**src/rtl/fpu_pkg.sv**
```systemverilog
// Shared FP datapath constants: default field widths, bias, packed-field slices
// and the guard/round/sticky width used by the alignment logic.
package fpu_pkg;
    localparam int FP_EXP_W = 8;
    localparam int FP_MAN_W = 23;
    localparam int BIAS     = (1 << (FP_EXP_W - 1)) - 1;
    localparam int SIGN_BIT = FP_EXP_W + FP_MAN_W;
    localparam int EXP_HI   = SIGN_BIT - 1;
    localparam int EXP_LO   = FP_MAN_W;
    localparam int FRAC_HI  = FP_MAN_W - 1;
    localparam int FRAC_LO  = 0;
    localparam int GRS_W    = 3;
endpackage

```
**src/rtl/fadd_align_stage_if.sv**
```systemverilog
// Operand/result bundle of the FP add alignment stage.
// Both sides are valid/ready: a transfer happens on a rising edge where valid and
// ready are both high; the sender holds its payload stable while valid & !ready.
interface fadd_align_stage_if
    import fpu_pkg::*;
#(
    parameter int EXP_W = FP_EXP_W,
    parameter int MAN_W = FP_MAN_W
);
    logic                     in_valid;
    logic                     in_ready;
    logic [EXP_W+MAN_W:0]     x;
    logic [EXP_W+MAN_W:0]     y;
    logic                     op;
    logic                     out_valid;
    logic                     out_ready;
    logic                     Sx;
    logic                     Sy;
    logic                     EOP;
    logic                     cmp;
    logic                     zero_d;
    logic                     sign_d;
    logic [EXP_W-1:0]         e_big;
    logic [MAN_W:0]           m_big;
    logic [MAN_W+GRS_W:0]     m_small;
    logic                     is_nan;
    logic                     is_inf;

    modport master (
        output in_valid, x, y, op, out_ready,
        input  in_ready, out_valid, Sx, Sy, EOP, cmp, zero_d, sign_d,
               e_big, m_big, m_small, is_nan, is_inf
    );

    modport slave (
        input  in_valid, x, y, op, out_ready,
        output in_ready, out_valid, Sx, Sy, EOP, cmp, zero_d, sign_d,
               e_big, m_big, m_small, is_nan, is_inf
    );
endinterface

```
**src/rtl/fpu_align_shifter.sv**
```systemverilog
// Right shift that collapses every shifted-out bit into a sticky bit at bit 0.
// Shift amounts of W-1 or more leave only the sticky of the whole input.
module fpu_align_shifter #(
    parameter int W    = 27,
    parameter int SH_W = $clog2(W)
) (
    input  logic [W-1:0]    data,
    input  logic [SH_W-1:0] shamt,
    output logic [W-1:0]    result
);
    localparam logic [SH_W-1:0] SAT = SH_W'(W - 1);

    logic [W-1:0] shifted;
    logic [W-1:0] lost_mask;

    always_comb begin
        shifted   = data >> shamt;
        lost_mask = ~({W{1'b1}} << shamt);
        result    = shifted;
        if (shamt >= SAT) begin
            result    = '0;
            result[0] = |data;
        end else begin
            result[0] = shifted[0] | (|(data & lost_mask));
        end
    end
endmodule

```
**src/rtl/fadd_align_stage.sv**
```systemverilog
// Two-stage FP add/sub front end: stage 1 unpacks, compares and swaps operands,
// stage 2 aligns the smaller significand with guard/round/sticky bits.
module fadd_align_stage
    import fpu_pkg::*;
#(
    parameter int EXP_W = FP_EXP_W,
    parameter int MAN_W = FP_MAN_W
) (
    input logic              clk,
    input logic              rst_n,
    fadd_align_stage_if.slave bus
);
    localparam int SIG_W = MAN_W + 1;
    localparam int AL_W  = SIG_W + GRS_W;
    localparam int SH_W  = $clog2(AL_W);
    localparam int S_BIT = EXP_W + MAN_W;
    localparam logic [EXP_W:0] SH_SAT = (EXP_W + 1)'(AL_W - 1);

    logic [EXP_W-1:0] ex, ey, eex, eey;
    logic [MAN_W-1:0] fx, fy;
    logic [SIG_W-1:0] mx, my;
    logic [EXP_W:0]   d, abs_d;
    logic             sy_eff, eop_c, zd, sd, cm, swp;
    logic             x_inf, x_nan, y_inf, y_nan, nan_c, inf_c;
    logic [SH_W-1:0]  shamt_c;

    // Denormals and zeros share the effective exponent 1 with no hidden bit.
    assign ex     = bus.x[S_BIT-1 -: EXP_W];
    assign ey     = bus.y[S_BIT-1 -: EXP_W];
    assign fx     = bus.x[MAN_W-1:0];
    assign fy     = bus.y[MAN_W-1:0];
    assign eex    = (ex != '0) ? ex : EXP_W'(1);
    assign eey    = (ey != '0) ? ey : EXP_W'(1);
    assign mx     = {ex != '0, fx};
    assign my     = {ey != '0, fy};
    assign sy_eff = bus.y[S_BIT] ^ bus.op;
    assign eop_c  = bus.x[S_BIT] ^ sy_eff;

    assign d       = {1'b0, eex} - {1'b0, eey};
    assign zd      = (d == '0);
    assign sd      = d[EXP_W];
    assign cm      = (mx < my);
    assign swp     = sd | (zd & cm);
    assign abs_d   = sd ? -d : d;
    assign shamt_c = (abs_d >= SH_SAT) ? SH_SAT[SH_W-1:0] : abs_d[SH_W-1:0];

    assign x_inf = (&ex) & ~(|fx);
    assign x_nan = (&ex) & (|fx);
    assign y_inf = (&ey) & ~(|fy);
    assign y_nan = (&ey) & (|fy);
    assign nan_c = x_nan | y_nan | (x_inf & y_inf & eop_c);
    assign inf_c = (x_inf | y_inf) & ~nan_c;

    logic             v1, v2, adv2, take;
    logic             s1_sx, s1_sy, s1_eop, s1_cmp, s1_zd, s1_sd, s1_nan, s1_inf;
    logic [EXP_W-1:0] s1_e_big;
    logic [SIG_W-1:0] s1_m_big, s1_m_small;
    logic [SH_W-1:0]  s1_shamt;
    logic [AL_W-1:0]  aligned;

    assign adv2          = ~v2 | bus.out_ready;
    assign bus.in_ready  = ~v1 | adv2;
    assign bus.out_valid = v2;
    assign take          = bus.in_valid & bus.in_ready;

    always_ff @(posedge clk or negedge rst_n) begin
        if (!rst_n) begin
            v1         <= 1'b0;
            s1_sx      <= 1'b0;
            s1_sy      <= 1'b0;
            s1_eop     <= 1'b0;
            s1_cmp     <= 1'b0;
            s1_zd      <= 1'b0;
            s1_sd      <= 1'b0;
            s1_nan     <= 1'b0;
            s1_inf     <= 1'b0;
            s1_e_big   <= '0;
            s1_m_big   <= '0;
            s1_m_small <= '0;
            s1_shamt   <= '0;
        end else begin
            if (bus.in_ready) v1 <= bus.in_valid;
            if (take) begin
                s1_sx      <= bus.x[S_BIT];
                s1_sy      <= sy_eff;
                s1_eop     <= eop_c;
                s1_cmp     <= cm;
                s1_zd      <= zd;
                s1_sd      <= sd;
                s1_nan     <= nan_c;
                s1_inf     <= inf_c;
                s1_e_big   <= swp ? eey : eex;
                s1_m_big   <= swp ? my : mx;
                s1_m_small <= swp ? mx : my;
                s1_shamt   <= shamt_c;
            end
        end
    end

    fpu_align_shifter #(.W(AL_W), .SH_W(SH_W)) u_shift (
        .data   ({s1_m_small, {GRS_W{1'b0}}}),
        .shamt  (s1_shamt),
        .result (aligned)
    );

    always_ff @(posedge clk or negedge rst_n) begin
        if (!rst_n) begin
            v2          <= 1'b0;
            bus.Sx      <= 1'b0;
            bus.Sy      <= 1'b0;
            bus.EOP     <= 1'b0;
            bus.cmp     <= 1'b0;
            bus.zero_d  <= 1'b0;
            bus.sign_d  <= 1'b0;
            bus.is_nan  <= 1'b0;
            bus.is_inf  <= 1'b0;
            bus.e_big   <= '0;
            bus.m_big   <= '0;
            bus.m_small <= '0;
        end else begin
            if (adv2) v2 <= v1;
            if (v1 && adv2) begin
                bus.Sx      <= s1_sx;
                bus.Sy      <= s1_sy;
                bus.EOP     <= s1_eop;
                bus.cmp     <= s1_cmp;
                bus.zero_d  <= s1_zd;
                bus.sign_d  <= s1_sd;
                bus.is_nan  <= s1_nan;
                bus.is_inf  <= s1_inf;
                bus.e_big   <= s1_e_big;
                bus.m_big   <= s1_m_big;
                bus.m_small <= aligned;
            end
        end
    end
endmodule

```
**src/flat_wrapper.sv**
```systemverilog
// flat-port wrapper written by rule: the top's interface ports become plain ports
module fadd_align_stage_flat import fpu_pkg::*;
#(
    parameter int EXP_W = FP_EXP_W,
    parameter int MAN_W = FP_MAN_W
)
  (clk, rst_n, bus_in_valid, bus_x, bus_y, bus_op, bus_out_ready, bus_in_ready, bus_out_valid, bus_Sx, bus_Sy, bus_EOP, bus_cmp, bus_zero_d, bus_sign_d, bus_e_big, bus_m_big, bus_m_small, bus_is_nan, bus_is_inf);
  fadd_align_stage_if #(.EXP_W(EXP_W), .MAN_W(MAN_W)) bus_i ();
  input logic clk;
  input logic rst_n;
  input wire logic [$bits(bus_i.in_valid)-1:0] bus_in_valid;
  input wire logic [$bits(bus_i.x)-1:0] bus_x;
  input wire logic [$bits(bus_i.y)-1:0] bus_y;
  input wire logic [$bits(bus_i.op)-1:0] bus_op;
  input wire logic [$bits(bus_i.out_ready)-1:0] bus_out_ready;
  output wire logic [$bits(bus_i.in_ready)-1:0] bus_in_ready;
  output wire logic [$bits(bus_i.out_valid)-1:0] bus_out_valid;
  output wire logic [$bits(bus_i.Sx)-1:0] bus_Sx;
  output wire logic [$bits(bus_i.Sy)-1:0] bus_Sy;
  output wire logic [$bits(bus_i.EOP)-1:0] bus_EOP;
  output wire logic [$bits(bus_i.cmp)-1:0] bus_cmp;
  output wire logic [$bits(bus_i.zero_d)-1:0] bus_zero_d;
  output wire logic [$bits(bus_i.sign_d)-1:0] bus_sign_d;
  output wire logic [$bits(bus_i.e_big)-1:0] bus_e_big;
  output wire logic [$bits(bus_i.m_big)-1:0] bus_m_big;
  output wire logic [$bits(bus_i.m_small)-1:0] bus_m_small;
  output wire logic [$bits(bus_i.is_nan)-1:0] bus_is_nan;
  output wire logic [$bits(bus_i.is_inf)-1:0] bus_is_inf;
  assign bus_i.in_valid = bus_in_valid;
  assign bus_i.x = bus_x;
  assign bus_i.y = bus_y;
  assign bus_i.op = bus_op;
  assign bus_i.out_ready = bus_out_ready;
  assign bus_in_ready = bus_i.in_ready;
  assign bus_out_valid = bus_i.out_valid;
  assign bus_Sx = bus_i.Sx;
  assign bus_Sy = bus_i.Sy;
  assign bus_EOP = bus_i.EOP;
  assign bus_cmp = bus_i.cmp;
  assign bus_zero_d = bus_i.zero_d;
  assign bus_sign_d = bus_i.sign_d;
  assign bus_e_big = bus_i.e_big;
  assign bus_m_big = bus_i.m_big;
  assign bus_m_small = bus_i.m_small;
  assign bus_is_nan = bus_i.is_nan;
  assign bus_is_inf = bus_i.is_inf;
  fadd_align_stage #(.EXP_W(EXP_W), .MAN_W(MAN_W)) u_core (.clk(clk), .rst_n(rst_n), .bus(bus_i));
endmodule
```
**config.mk**
```make
export PLATFORM = sky130hd
export DESIGN_NAME = fadd_align_stage_flat
export DESIGN_NICKNAME = d
export VERILOG_FILES = /design/src/rtl/fpu_pkg.sv /design/src/rtl/fadd_align_stage_if.sv /design/src/rtl/fpu_align_shifter.sv /design/src/rtl/fadd_align_stage.sv /design/src/flat_wrapper.sv
export SDC_FILE = /design/constraint.sdc
export NUM_CORES = 1
export LEC_CHECK = 0
export ABC_CLOCK_PERIOD_IN_PS = 6250
export CORE_MARGIN = 5
export CORE_UTILIZATION = 35
export DETAILED_ROUTE_END_ITERATION = 16
export GPL_ROUTABILITY_DRIVEN = 0
export SYNTH_ARGS = -nofsm -noshare
export SYNTH_HDL_FRONTEND = slang
export SYNTH_SLANG_ARGS = --single-unit
```
**constraint.sdc**
```tcl
create_clock -name clk -period 6.25 [get_ports clk]
set_clock_uncertainty 0.1 [all_clocks]
set_input_delay 0.625 -clock clk [delete_from_list [all_inputs] [get_ports clk]]
set_output_delay 0.625 -clock clk [all_outputs]
set_load 0.02 [all_outputs]
```
Word level (Yosys, flattened, before mapping)
Cells that the tools add are included.

Shift operators: 2. Bitwise gates (word level): 25. $lt $le $gt $ge: 3. Mux-type cells: 9. Reductions and logical operators: 10. Add/subtract/negate cells: 2.

Operators by type and width (count): $mux 24 (2); $reduce_or 23->1 (2); $and 27x27->27 (1); $not 27->27 (1); $reduce_or 27->1 (1); $shl 27x5->27 const A (1); $shr 27x5->27 (1); $mux 26 (1); $lt 24x24->1 (1); $mux 8 (3); $reduce_or 24->1 (1); $reduce_and 8->1 (2); $reduce_bool 8->1 (2); $and 1x1->1 (9); $ge 9x5->1 const B (1); $logic_not 9->1 (1); $mux 9 (1); $neg 9->9 (1); $sub 8x8->9 (1); $or 1x1->1 (7); $ge 5x5->1 const B (1); $mux 5 (1); $not 1->1 (5); $xor 1x1->1 (2); 2 further kinds (2).

Word-level logic and storage cells: 76. Bits in registers: 138. Input port bits: 69. Output and inout port bits: 69.

Longest topological paths before layout
Gate-level depths: netlist of the first run.

Depth after elaboration: 8. Depth in mapped cells: 17. Gate-level depth less buffers: 14.

Hierarchy
From an unflattened synthesis of the first run, not the netlist that was laid out.

Cells, all modules: 989. Area, all modules: 9175.0 µm².

Modules (own cells, without submodules): fadd_align_stage (sequential area each 3453.3 µm², area an instance 7344.5 µm², instances 1, cells each 759); fpu_align_shifter (sequential area each 0.0 µm², area an instance 1830.5 µm², instances 1, cells each 230).

Worst setup path before layout of the first run
Ideal clock, no wire load.

Path kind: input to register. From: in bus_y[28]. To: reg u_core.s1_m_big[15]. Data arrival time: 3869 ps. Setup time: 128 ps. Path buffers: 3. Slack: 2153 ps. Cell stages on the path: 17. Data required time: 6022 ps. Cell sequence: clkbuf_1 -> or4_1 -> nor2_1 -> nor2_1 -> inv_1 -> ha_1 -> inv_1 -> fa_1 -> nand2_1 -> o2111ai_1 -> a31o_1 -> a221oi_4 -> nand4_2 -> buf_2 -> buf_6 -> a211oi_1 -> nor3_1.

Word-level cells in the longest chain between the ends: 7. Elaborated cells on any way between the ends: 8. Those cells by class: add/sub: 1; order compare: 1; mux: 2; bitwise: 2; reduce/logical: 2.

Ends and longest elaborated chain: from (decl) (RTL line flat_wrapper.sv:13) `input wire logic [$bits(bus_i.y)-1:0] bus_y;`; $reduce_bool 8->1 (RTL line fadd_align_stage.sv:33, fadd_align_stage.sv:35); $mux 8 (RTL line fadd_align_stage.sv:33) `assign eey = (ey != '0) ? ey : EXP_W'(1);`; $sub 8x8->9 (RTL line fadd_align_stage.sv:39) `assign d = {1'b0, eex} - {1'b0, eey};`; $logic_not 9->1 (RTL line fadd_align_stage.sv:40) `assign zd = (d == '0);`; $and 1x1->1 (RTL line fadd_align_stage.sv:43) `assign swp = sd | (zd & cm);`; $or 1x1->1 (*) (RTL line fadd_align_stage.sv:43); $mux 24 (*) (RTL line fadd_align_stage.sv:93) `s1_m_big <= swp ? my : mx;`; to (signal assigned) (RTL line fadd_align_stage.sv:93); to (decl) (RTL line fadd_align_stage.sv:57) `logic [SIG_W-1:0] s1_m_big, s1_m_small;`.

Mark *: on every way between the ends. The rest lies on a longest branch, timed or not. A chain may end at the register's enable or synchronous reset.

Worst setup path in the final report of the first run
From: in bus_y[28]. To: reg u_core.s1_m_big[1].

The elaborated chain is that of the path after synthesis.

==> results.md, run 1 <==
* Worst hold path class: in -> async
* Sequential area share after synthesis at 37.6%
* Sum Neg Setup Slack at 0 ns
* #FFs+latches synth at 138
* Hold Violations, Final at 0
* Die Height at 172 um
* GRT overflow at 0
* Clock Tree Root: clkbuf_16
* H-tree depth at 4
* Synth warnings at 0
* Fraction of layout cells with a size suffix above 1 at 12.3%
* Peak Freq at 207 MHz
* First-pass GRT wire length at 45600 um
* Clk slew on worst S/H paths at 0.06 ns
* Critical path capture point type: flip-flop
* CTS Sinks at 138
* Syn avg cell area at 8.94 um^2
* Setup Buffers After CTS at 0
* Fin cells at 1455
* Layout Cell Area excl Fill at 11300 um^2
* Pleak at 4.42 nW
* VDD IR-drop max at 0.178 mV
* Crit path DAT at 5.07 ns
* Cells after Synth at 1027
* Total Power at 3.72 mW
* Port Buffers at 137
* Setup slack after layout at 1.41 ns
* Worst-Skew Late Latency at 0.42 ns
* Nets at 1207
* Reg-to-Reg End: u_core.bus.m_small[1]
* Placed Area at 10700 um^2
* Setup Viol. Count Final at 0
* 1st-pass router iterations at 5
* Worst slew pin tran at 1.02 ns
* FF-to-FF Start: u_core.s1_shamt[2]
* Top fanout value on the critical path at 48
* R2R depth at 6
* Final core utilization at 43.7%
* Drt total wl at 28700 um
* Inserted Diodes at 0
* Final Hold Slack at 0.108 ns
* Slew Limit Fails at 0
* Power Dens Cells at 329 nW/um^2
* Core Area at 25900 um^2
* Die area at 29600 um^2
* Die Wd at 172 um
* Num CTS Buffers at 17
* Worst Setup Path Type: in -> reg
* Layout area overhead at 23.3%
* Fin crit share at 77.4%
* Async SR Flop Fraction at 100%
* Initial DRC count at 660
* CTS Hold Bufs at 0
* DP Worst Slack at 1.04 ns
* Vias in the first global route at 8093
* Post-CTS Resized at 0
* DRC violations left at 0
* Unique masters post-synth at 69
* RSZ-0062 raised after global routing: no
* Routed vias at 8340
* Max cap viols at 0
* CTS tree: built
* Placed cells at 1423
* # IOs at 138
* Largest net degree at the start of global routing at 84
* ANT nets after route at 0
* Worst EP required at 6.48 ns
* Routed WL per cell at 19.8 um
* Starting Density at 35.4%
* Reg2Reg Setup Slack at 3.16 ns
* Number of synthesized flops with an enable pin at 0
* Startpoint types: primary input
* Total GRT Usage at 19.3%
* CTS Buffer Depth at 2
* Outcome: completed
* Relative slew margins at 32.3%
* Area of the mapped netlist at 9180 um^2
* Min Tclk post-route at 4.84 ns
* DR vias/cell at 5.73
* Num rows at 59
* Initial antenna violation count at 2
* Syn_nets at 1127
* Post-DP HPWL at 20100 um
* Primary FF master, synth: dfrtp_1
## cells in the mapped netlist (7+ instances only)
cell type,instances,area [um^2]
a31oi_1,10,62.6
o21ai_0,65,325
nor3_2,18,180
nor4_1,63,394
mux4_2,11,248
buf_1,7,26.3
nand3_1,14,70.1
a21oi_1,33,165
nor2_1,103,387
nand2b_1,9,56.3
mux2i_1,27,270
nand4_1,14,87.6
nor3_1,40,200
o221a_2,7,78.8
mux2_2,45,507
inv_1,35,131
and2_1,7,43.8
nand2_1,91,342
o22ai_1,11,68.8
dfrtp_1,138,3450
ha_1,30,375
clkbuf_1,70,263
a211oi_1,63,473
## layout by cell type, fill, tap and decap left out, drive strengths merged, types with 5 or more instances in the layout
cell type,netlist,layout
o2111ai,5,5
ha,30,30
inv,36,39
xor2,5,5
o21a,5,5
o22ai,11,11
or3,6,6
a211oi,63,63
nand2b,9,9
clkdlybuf4s50,0,136
mux2i,27,27
mux4,11,11
nor2,103,103
nor2b,5,5
dfrtp,138,138
or4,5,5
clkbuf,70,18
a31oi,10,10
and2,7,7
buf,18,13
nor4,63,63
nand4,15,15
nand2,91,91
o21ai,65,65
o211ai,6,6
a211o,5,5
mux2,45,45
xnor2,5,5
a21oi,33,33
clkinv,1,7
nand3,14,14
o221a,7,7
nor3,58,58
## worst max path at each step
stage	end	start	slack [ns]
floorplan	u_core.s1_m_big[15]	bus_y[28]	2.15
global placement	u_core.s1_m_big[13]	bus_y[28]	1.20
detailed placement	u_core.s1_m_big[4]	bus_y[28]	1.04
CTS	u_core.s1_m_big[1]	bus_y[28]	1.49
global route	u_core.s1_m_big[12]	bus_y[28]	1.18
finish	u_core.s1_m_big[1]	bus_y[28]	1.41
## critical path: stages
cell and delay [ns]:
clkdlybuf4s50_1 0.59, or4_1 0.59, nor2_1 0.22, nor2_1 0.10, inv_1 0.07, ha_1 0.16, inv_1 0.06, fa_1 0.43
nand2_1 0.13, o2111ai_1 0.25, a31o_1 0.35, a221oi_4 0.44, and4_1 0.24, buf_4 0.46, nor4_1 0.09, nor3_1 0.22
## sequential cells by signal (all words and copies together), names as in the netlist, 5 cells and up
register,cells
u_core.s1_m_small,24
u_core.bus.e_big,8
u_core.bus.m_big,24
u_core.s1_m_big,24
u_core.s1_shamt,5
u_core.bus.m_small,27
u_core.s1_e_big,8
## area by class of cell
| class | count | area [um^2] |
|---|---|---|
| clock buffers | 18 | 439 |
| multi-input cells | 764 | 5250 |
| repair buffers | 149 | 1460 |
| clock inverters | 14 | 146 |
| inverters | 37 | 139 |
| well taps | 335 | 419 |
| fillers | 2465 | 14600 |
| flip-flops and latches | 138 | 3450 |
## power breakdown
group,switching (mW),internal [mW],total [mW]
Sequential,0.200,1.10,1.30
Clock,0.423,0.600,1.02
Combinational,0.762,0.638,1.40
## logic make-up (layout without fill, tap and decap cells)
kind of cell / after synthesis / in the layout / synth area share (%)
buffers and inverters: 125 / 218 / 5.52
flip-flops: 138 / 138 / 37.6
adder cells (fa/ha/maj): 31 / 31 / 4.31
AND/OR/NAND/NOR: 394 / 394 / 22.0
AO/OA/AOI/OAI: 245 / 245 / 18.1
XOR/XNOR: 11 / 11 / 1.28
multiplexers: 83 / 83 / 11.2
## routing by layer
layer	share of wire, %	vias up	global-route usage (%)	routed length, um
li1	-	3974	-	-
met1	45	4059	26.4	12900
met2	47	267	31.3	13500
met3	6.4	36	4.28	1840
met4	1.6	4	4.96	456
met5	0.090	-	0	26
No activity file was read; power rests on OpenSTA's default activity.
==> run 2, diff against run 1 <==
--- a/config.mk
+++ b/config.mk
@@ -5,7 +5,7 @@
 export SDC_FILE = /design/constraint.sdc
 export NUM_CORES = 1
 export LEC_CHECK = 0
-export ABC_CLOCK_PERIOD_IN_PS = 6250
+export ABC_CLOCK_PERIOD_IN_PS = 3970
 export CORE_MARGIN = 5
 export CORE_UTILIZATION = 35
 export DETAILED_ROUTE_END_ITERATION = 16
==> constraint.sdc (replaced) <==
create_clock -name clk -period 3.97 [get_ports clk]
set_clock_uncertainty 0.1 [all_clocks]
set_input_delay 0.397 -clock clk [delete_from_list [all_inputs] [get_ports clk]]
set_output_delay 0.397 -clock clk [all_outputs]
set_load 0.02 [all_outputs]
==> run 2 against run 1 <==
  * Count of clock-buffer cells in the layout up 2
  * Worst hold slack better by 0.20 ns
  * Core utilization up 3.6 points
  * Non-clock buffer count up 64
  * Sequential share of layout area down 2.3 points
  * Cell count up 4.4%
  * Flip-flop and latch count unchanged
  * Combinational power up 66%
  * Wire length up 7.3%
  * Largest cell class unchanged
==> results.md, run 2 (synthesis results as in run 1) <==
* Routed vias at 8831 (was 8340)
* Worst-Skew Late Latency at 0.43 ns (was 0.42 ns)
* Inserted Diodes at 0 (unchanged)
* Initial antenna violation count at 3 (was 2)
* Crit-path most repeated cell: inv_1
* Placed Area at 11200 um^2 (was 10700 um^2)
* Post-DP HPWL at 20900 um (was 20100 um)
* Fraction of layout cells with a size suffix above 1 at 21.2% (was 12.3%)
* Largest net degree at the start of global routing at 81 (was 84)
* Largest Register: u_core.bus.m_small (unchanged)
* Peak Freq at 259 MHz
* Final Hold Slack at 0.308 ns (was 0.108 ns)
* Most common cell after layout, fill and taps aside: dfrtp_1 (unchanged)
* Outcome: completed (unchanged)
* Top Usage Layer GRT: met2 (unchanged)
* DR vias/cell at 5.81 (was 5.73)
* Comb power frac at 38.9% (was 37.6%)
* CP top delay family: simple AND/OR/NAND/NOR gates (unchanged)
* Fin crit share at 97.3%
* Min Tclk post-route at 3.86 ns
* Cell Chain, Critical Path: clkdlybuf4s50_1 -> or4_4 -> nor2_4 -> nor2_2 -> inv_1 -> ha_2 -> inv_1 -> fa_2 -> nand2_2 -> o2111ai_2 -> a31o_1 -> a221oi_4 -> nand4_4 -> clkbuf_16 -> a211oi_4 -> nor3_2 (was clkdlybuf4s50_1 -> or4_1 -> nor2_1 -> nor2_1 -> inv_1 -> ha_1 -> inv_1 -> fa_1 -> nand2_1 -> o2111ai_1 -> a31o_1 -> a221oi_4 -> and4_1 -> buf_4 -> nor4_1 -> nor3_1)
* Clock power frac at 26.5% (was 27.5%)
* M3 GR Usage at 4.64% (was 4.28%)
* Layout Cell Area excl Fill at 12300 um^2 (was 11300 um^2)
* Starting Density at 35.4% (unchanged)
* GRT overflow at 0 (unchanged)
* Initial DRC count at 803 (was 660)
* Max incr delay on CP at 0.44 ns (was 0.59 ns)
* # fillers at 2444 (was 2465)
* Num CTS Buffers at 17 (unchanged)
* GR Util met1 at 26.7% (was 26.4%)
* Hold endpoint: u_core.s1_e_big[6]
* Setup Viol. Count Final at 0 (unchanged)
* # IOs at 138 (unchanged)
* Switch share at 37.5% (was 37.2%)
* Power Dens Cells at 488 nW/um^2 (was 329 nW/um^2)
* Sum Neg Setup Slack at 0 ns (unchanged)
* GRT met2 Usage at 32.9% (was 31.3%)
* Fin cells at 1519 (was 1455)
* Register Area at 3450 um^2 (unchanged)
* Reg-to-Reg End: u_core.bus.m_small[1] (unchanged)
* Slew Limit Fails at 0 (unchanged)
* DP Worst Slack at -0.372 ns (was 1.04 ns)
* First-pass GRT wire length at 47200 um (was 45600 um)
* Total Power at 5.97 mW (was 3.72 mW)
* Pleak at 4.89 nW (was 4.42 nW)
* Die area at 29600 um^2 (unchanged)
* Port Buffers at 137 (unchanged)
* Hold Startpoint: bus_y[29]
* Worst hold path class: in -> reg (was in -> async)
* Core Area at 25900 um^2 (unchanged)
* Drt total wl at 30800 um (was 28700 um)
* FF-to-FF Start: u_core.s1_shamt[0] (was u_core.s1_shamt[2])
* Internal power at 3.73 mW (was 2.34 mW)
* Clk slew on worst S/H paths at 0.06 ns (about the same)
* Placed cells at 1474 (was 1423)
* Num rows at 59 (unchanged)
* Max reg flops at 27 (unchanged)
* VDD IR-drop max at 0.262 mV (was 0.178 mV)
* ANT nets after route at 0 (unchanged)
* Max cap viols at 0 (unchanged)
* Worst slew pin tran at 1.06 ns (was 1.02 ns)
* Sequential power share at 34.6% (was 34.9%)
* CTS tree: built (unchanged)
* Area of the multi-input gates at 5560 um^2 (was 5250 um^2)
* CTS Buffer Depth at 2 (unchanged)
* CTS Sinks at 138 (unchanged)
* Total GRT Usage at 20.0% (was 19.3%)
* Hold Violations, Final at 0 (unchanged)
* DRC violations left at 0 (unchanged)
* Reg2Reg Setup Slack at 1.05 ns (was 3.16 ns)
* Die Wd at 172 um (unchanged)
* Clock Tree Root: clkbuf_16 (unchanged)
* Slowest CP cell: or4_4 (was clkdlybuf4s50_1)
* Setup slack after layout at 0.107 ns (was 1.41 ns)
* Crit path DAT at 4.07 ns (was 5.07 ns)
* Startpoint types: primary input (unchanged)
* Most frequent cells in the layout: 138 x dfrtp_1, 130 x clkdlybuf4s50_1, 101 x nor2_1 (was 138 x dfrtp_1, 136 x clkdlybuf4s50_1, 103 x nor2_1)
* R2R depth at 6 (unchanged)
* Final core utilization at 47.3% (was 43.7%)
* Routed WL per cell at 20.3 um (was 19.8 um)
* Worst EP required at 4.17 ns (was 6.48 ns)
* Top fanout value on the critical path at 7 (was 48)
* Vias in the first global route at 8575 (was 8093)
* Worst Setup Path Type: in -> reg (unchanged)
* Critical path capture point type: flip-flop (unchanged)
* 1st-pass router iterations at 5 (unchanged)
* Die Height at 172 um (unchanged)
* H-tree depth at 4 (unchanged)
* Relative slew margins at 29.1% (was 32.3%)
* Switch Pwr at 2.24 mW (was 1.39 mW)
* Nets at 1271 (was 1207)
* Worst path bufs/invs at 4 (unchanged)
* Hold Path Cell Cnt at 3
* Layout area overhead at 33.5% (was 23.3%)
run 2: worst max-delay path by stage:
stage / end / startpoint / depth (start not counted)
floorplan: u_core.s1_m_big[15] / bus_y[28] / 17
global placement: u_core.s1_m_small[12] / bus_y[28] / 16
detailed placement: u_core.s1_m_small[11] / bus_y[28] / 16
CTS: u_core.s1_m_small[11] / bus_y[28] / 16
global route: u_core.s1_m_big[14] / bus_y[24] / 16
finish: u_core.s1_m_small[7] / bus_y[24] / 16
run 2: layout make-up:
cell class / instances / area share, %
Multi-Input combinational cell: 764 / 45.4
Sequential cell: 138 / 28.2
Timing Repair Buffer: 213 / 17.2
Tap cell: 335 / 3.42
Clock inverter: 12 / 0.919
Inverter: 37 / 1.13
Clock buffer: 20 / 3.81
run 2: repair_timing:
action,in CTS,in global routing
resized for setup,0,70
hold endpoints to repair,78,0
setup endpoints to repair,0,61
setup buffers,0,5
hold buffers,1,0
run 2: power groups by stage:
stage / Combinational, mW / Sequential (mW) / Clock, mW
floorplan: 1.19 / 2.17 / 0
global placement: 2.24 / 2.08 / 0
detailed placement: 2.27 / 2.09 / 0
CTS: 2.28 / 2.06 / 1.61
global route: 2.54 / 2.11 / 1.67
finish: 2.32 / 2.06 / 1.59
run 2: worst min-delay path, delay by kind of cell:
family	cells	cell delay [ns]
AOI/OAI and AO/OA	1	0.17
buffers and inverters	2	0.24
run 2: layer usage:
layer	share of wire, %	vias to the layer above
li1	-	4104
met1	43	4342
met2	47	318
met3	6.7	61
met4	2.5	6
met5	0.11	-
==> run 3, diff against run 2 <==
--- a/config.mk
+++ b/config.mk
@@ -7,9 +7,10 @@
 export LEC_CHECK = 0
 export ABC_CLOCK_PERIOD_IN_PS = 3970
 export CORE_MARGIN = 5
-export CORE_UTILIZATION = 35
+export CORE_UTILIZATION = 50
 export DETAILED_ROUTE_END_ITERATION = 16
 export GPL_ROUTABILITY_DRIVEN = 0
+export PLACE_DENSITY = 0.78
 export SYNTH_ARGS = -nofsm -noshare
 export SYNTH_HDL_FRONTEND = slang
 export SYNTH_SLANG_ARGS = --single-unit
==> run 3 against run 2 <==
  * Design area fell by 4.8%
  * Global-route usage up 6.0 points
  * Cell count decreased by 7.8%
  * Worst setup slack better by 0.084 ns
  * Count of clock-buffer cells in the layout is 3 lower
==> results.md, run 3 (synthesis results as in run 1) <==
* Outcome: completed (unchanged)
* Setup Viol. Count Final at 0 (unchanged)
* Die Height at 145 um (was 172 um)
* Hold Violations, Final at 0 (unchanged)
* ANT nets after route at 0 (unchanged)
* Die Wd at 145 um (was 172 um)
* Hold Startpoint: u_core.bus.m_small[16] (was bus_y[29])
* 1st-pass router iterations at 5 (unchanged)
* R2R depth at 7 (was 6)
* Relative slew margins at 40.5% (was 29.1%)
* H-tree depth at 4 (unchanged)
* Worst slew pin tran at 0.893 ns (was 1.06 ns)
* # IOs at 138 (unchanged)
* GR Util met1 at 34.5% (was 26.7%)
* Most frequent cells in the layout: 138 x dfrtp_1, 136 x clkdlybuf4s50_1, 102 x nor2_1 (was 138 x dfrtp_1, 130 x clkdlybuf4s50_1, 101 x nor2_1)
* DR vias/cell at 6.34 (was 5.81)
* Top Usage Layer GRT: met2 (unchanged)
* Routed vias at 8877 (was 8831)
* Worst-Skew Late Latency at 0.43 ns (about the same)
* Slew Limit Fails at 0 (unchanged)
* Worst EP required at 4.18 ns (was 4.17 ns)
* GRT met2 Usage at 41.8% (was 32.9%)
* Crit path DAT at 3.99 ns (was 4.07 ns)
* Core Area at 18000 um^2 (was 25900 um^2)
* Startpoint types: primary input (unchanged)
* GRT overflow at 0 (unchanged)
* Fin cells at 1400 (was 1519)
* Max cap viols at 0 (unchanged)
* Peak Freq at 265 MHz (was 259 MHz)
* CTS Sinks at 138 (unchanged)
* Num CTS Buffers at 17 (unchanged)
* DRC violations left at 0 (unchanged)
* Largest net degree at the start of global routing at 97 (was 81)
* Clock Tree Root: clkbuf_16 (unchanged)
* Total GRT Usage at 26.0% (was 20.0%)
* Layout Cell Area excl Fill at 11700 um^2 (was 12300 um^2)
* Largest Register: u_core.bus.m_small (unchanged)
* Nets at 1257 (was 1271)
* Max reg flops at 27 (unchanged)
* Starting Density at 50.9% (was 35.4%)
* Power Dens Cells at 508 nW/um^2 (was 488 nW/um^2)
* Critical path capture point type: flip-flop (unchanged)
* Drt total wl at 28100 um (was 30800 um)
* CTS Buffer Depth at 2 (unchanged)
* Min Tclk post-route at 3.78 ns (was 3.86 ns)
* Die area at 21200 um^2 (was 29600 um^2)
* Placed Area at 11000 um^2 (was 11200 um^2)
* First-pass GRT wire length at 45600 um (was 47200 um)
* M3 GR Usage at 5.92% (was 4.64%)
* Worst Setup Path Type: in -> reg (unchanged)
* Fin crit share at 95.2% (was 97.3%)
* Most common cell after layout, fill and taps aside: dfrtp_1 (unchanged)
* Layout area overhead at 27.1% (was 33.5%)
* Initial DRC count at 973 (was 803)
* CTS tree: built (unchanged)
* Worst hold path class: reg -> reg (was in -> reg)
* Clk slew on worst S/H paths at 0.07 ns (was 0.06 ns)
* FF-to-FF Start: u_core.s1_shamt[1] (was u_core.s1_shamt[0])
* Routed WL per cell at 20.1 um (was 20.3 um)
* # fillers at 1490 (was 2444)
* Fraction of layout cells with a size suffix above 1 at 16.6% (was 21.2%)
* Port Buffers at 137 (unchanged)
* Crit path launch: bus_y[28] (was bus_y[24])
* Post-DP HPWL at 19900 um (was 20900 um)
* Initial antenna violation count at 1 (was 3)
* Vias in the first global route at 8683 (was 8575)
* Pleak at 4.70 nW (was 4.89 nW)
* VDD IR-drop max at 0.367 mV (was 0.262 mV)
* Placed cells at 1364 (was 1474)
* Hold Path Cell Cnt at 2 (was 3)
* Top fanout value on the critical path at 48 (was 7)
* Num rows at 49 (was 59)
## run 3: cell type report
class / instances / area (um^2) / area share (%)
inverter: 37 / 139 / 1.19
timing repair buffer: 199 / 1920 / 16.5
tap: 229 / 287 / 2.46
antenna: 1 / 2.50 / 0.0215
sequential: 138 / 3450 / 29.6
multi-input combinational: 764 / 5280 / 45.2
clock inverter: 15 / 161 / 1.38
clock buffer: 17 / 425 / 3.65
## run 3: stage by stage
| stage | setup TNS, ns | power (mW) | utilization (%) | hold WS (ns) | worst slack [ns] |
|---|---|---|---|---|---|
| finish | 0 | 5.92 | 64.7 | 0.376 | 0.191 |
| global route | -0.0281 | 6.21 | 64.7 | 0.398 | -0.0155 |
| CTS | 0 | 5.91 | 64.4 | 0.384 | 0.139 |
| detailed placement | -12.58 | 4.32 | 61.1 | 0.369 | -0.306 |
| global placement | -5.43 | 4.25 | 61.1 | 0.363 | -0.121 |
| floorplan | 0 | 3.36 | - | 0.00141 | 0.101 |
## run 3: final timing paths
check,endpoint,slack [ns]
worst max-delay path,u_core.s1_m_small[18],0.19
worst min-delay path,u_core.bus.m_small[16],0.38
worst max register to register,u_core.bus.m_small[0],1.18
worst min register to register,u_core.bus.m_small[16],0.38
max in group asynchronous,u_core.s1_m_big[5],2.40
min in group asynchronous,u_core.bus.m_small[17],0.53
## run 3: metal layers
| layer | share of wire, % | routed length, um |
|---|---|---|
| met5 | 0 | 0 |
| met3 | 8.8 | 2480 |
| met4 | 3.0 | 837 |
| met1 | 41 | 11500 |
| met2 | 47 | 13300 |
## run 3: critical path: stages
cell and delay, ns:
clkdlybuf4s50_1 0.42, or4_1 0.55, nor2_2 0.14, nor2_1 0.07
inv_1 0.05, ha_1 0.15, inv_1 0.06, fa_2 0.37
nand2_1 0.12, o2111ai_1 0.15, a31o_1 0.30, a221oi_4 0.37
nand4_2 0.16, buf_12 0.23, a211oi_1 0.36, nor3_2 0.08
## run 3: power breakdown
group          leakage [nW]  total, mW  switching (mW)  internal, mW
logic                  2.79       2.28            1.21          1.07
registers              1.61       2.06           0.329          1.73
clock network         0.291       1.58           0.733         0.848
total                  4.70       5.92            2.28          3.64
## run 3: repair_timing
action | in CTS | in global routing
gates resized for setup | 0 | 8
hold endpoints to repair | 40 | 0
endpoints found under the setup margin | 0 | 47
hold buffers | 1 | 0
buffers inserted | 0 | 1
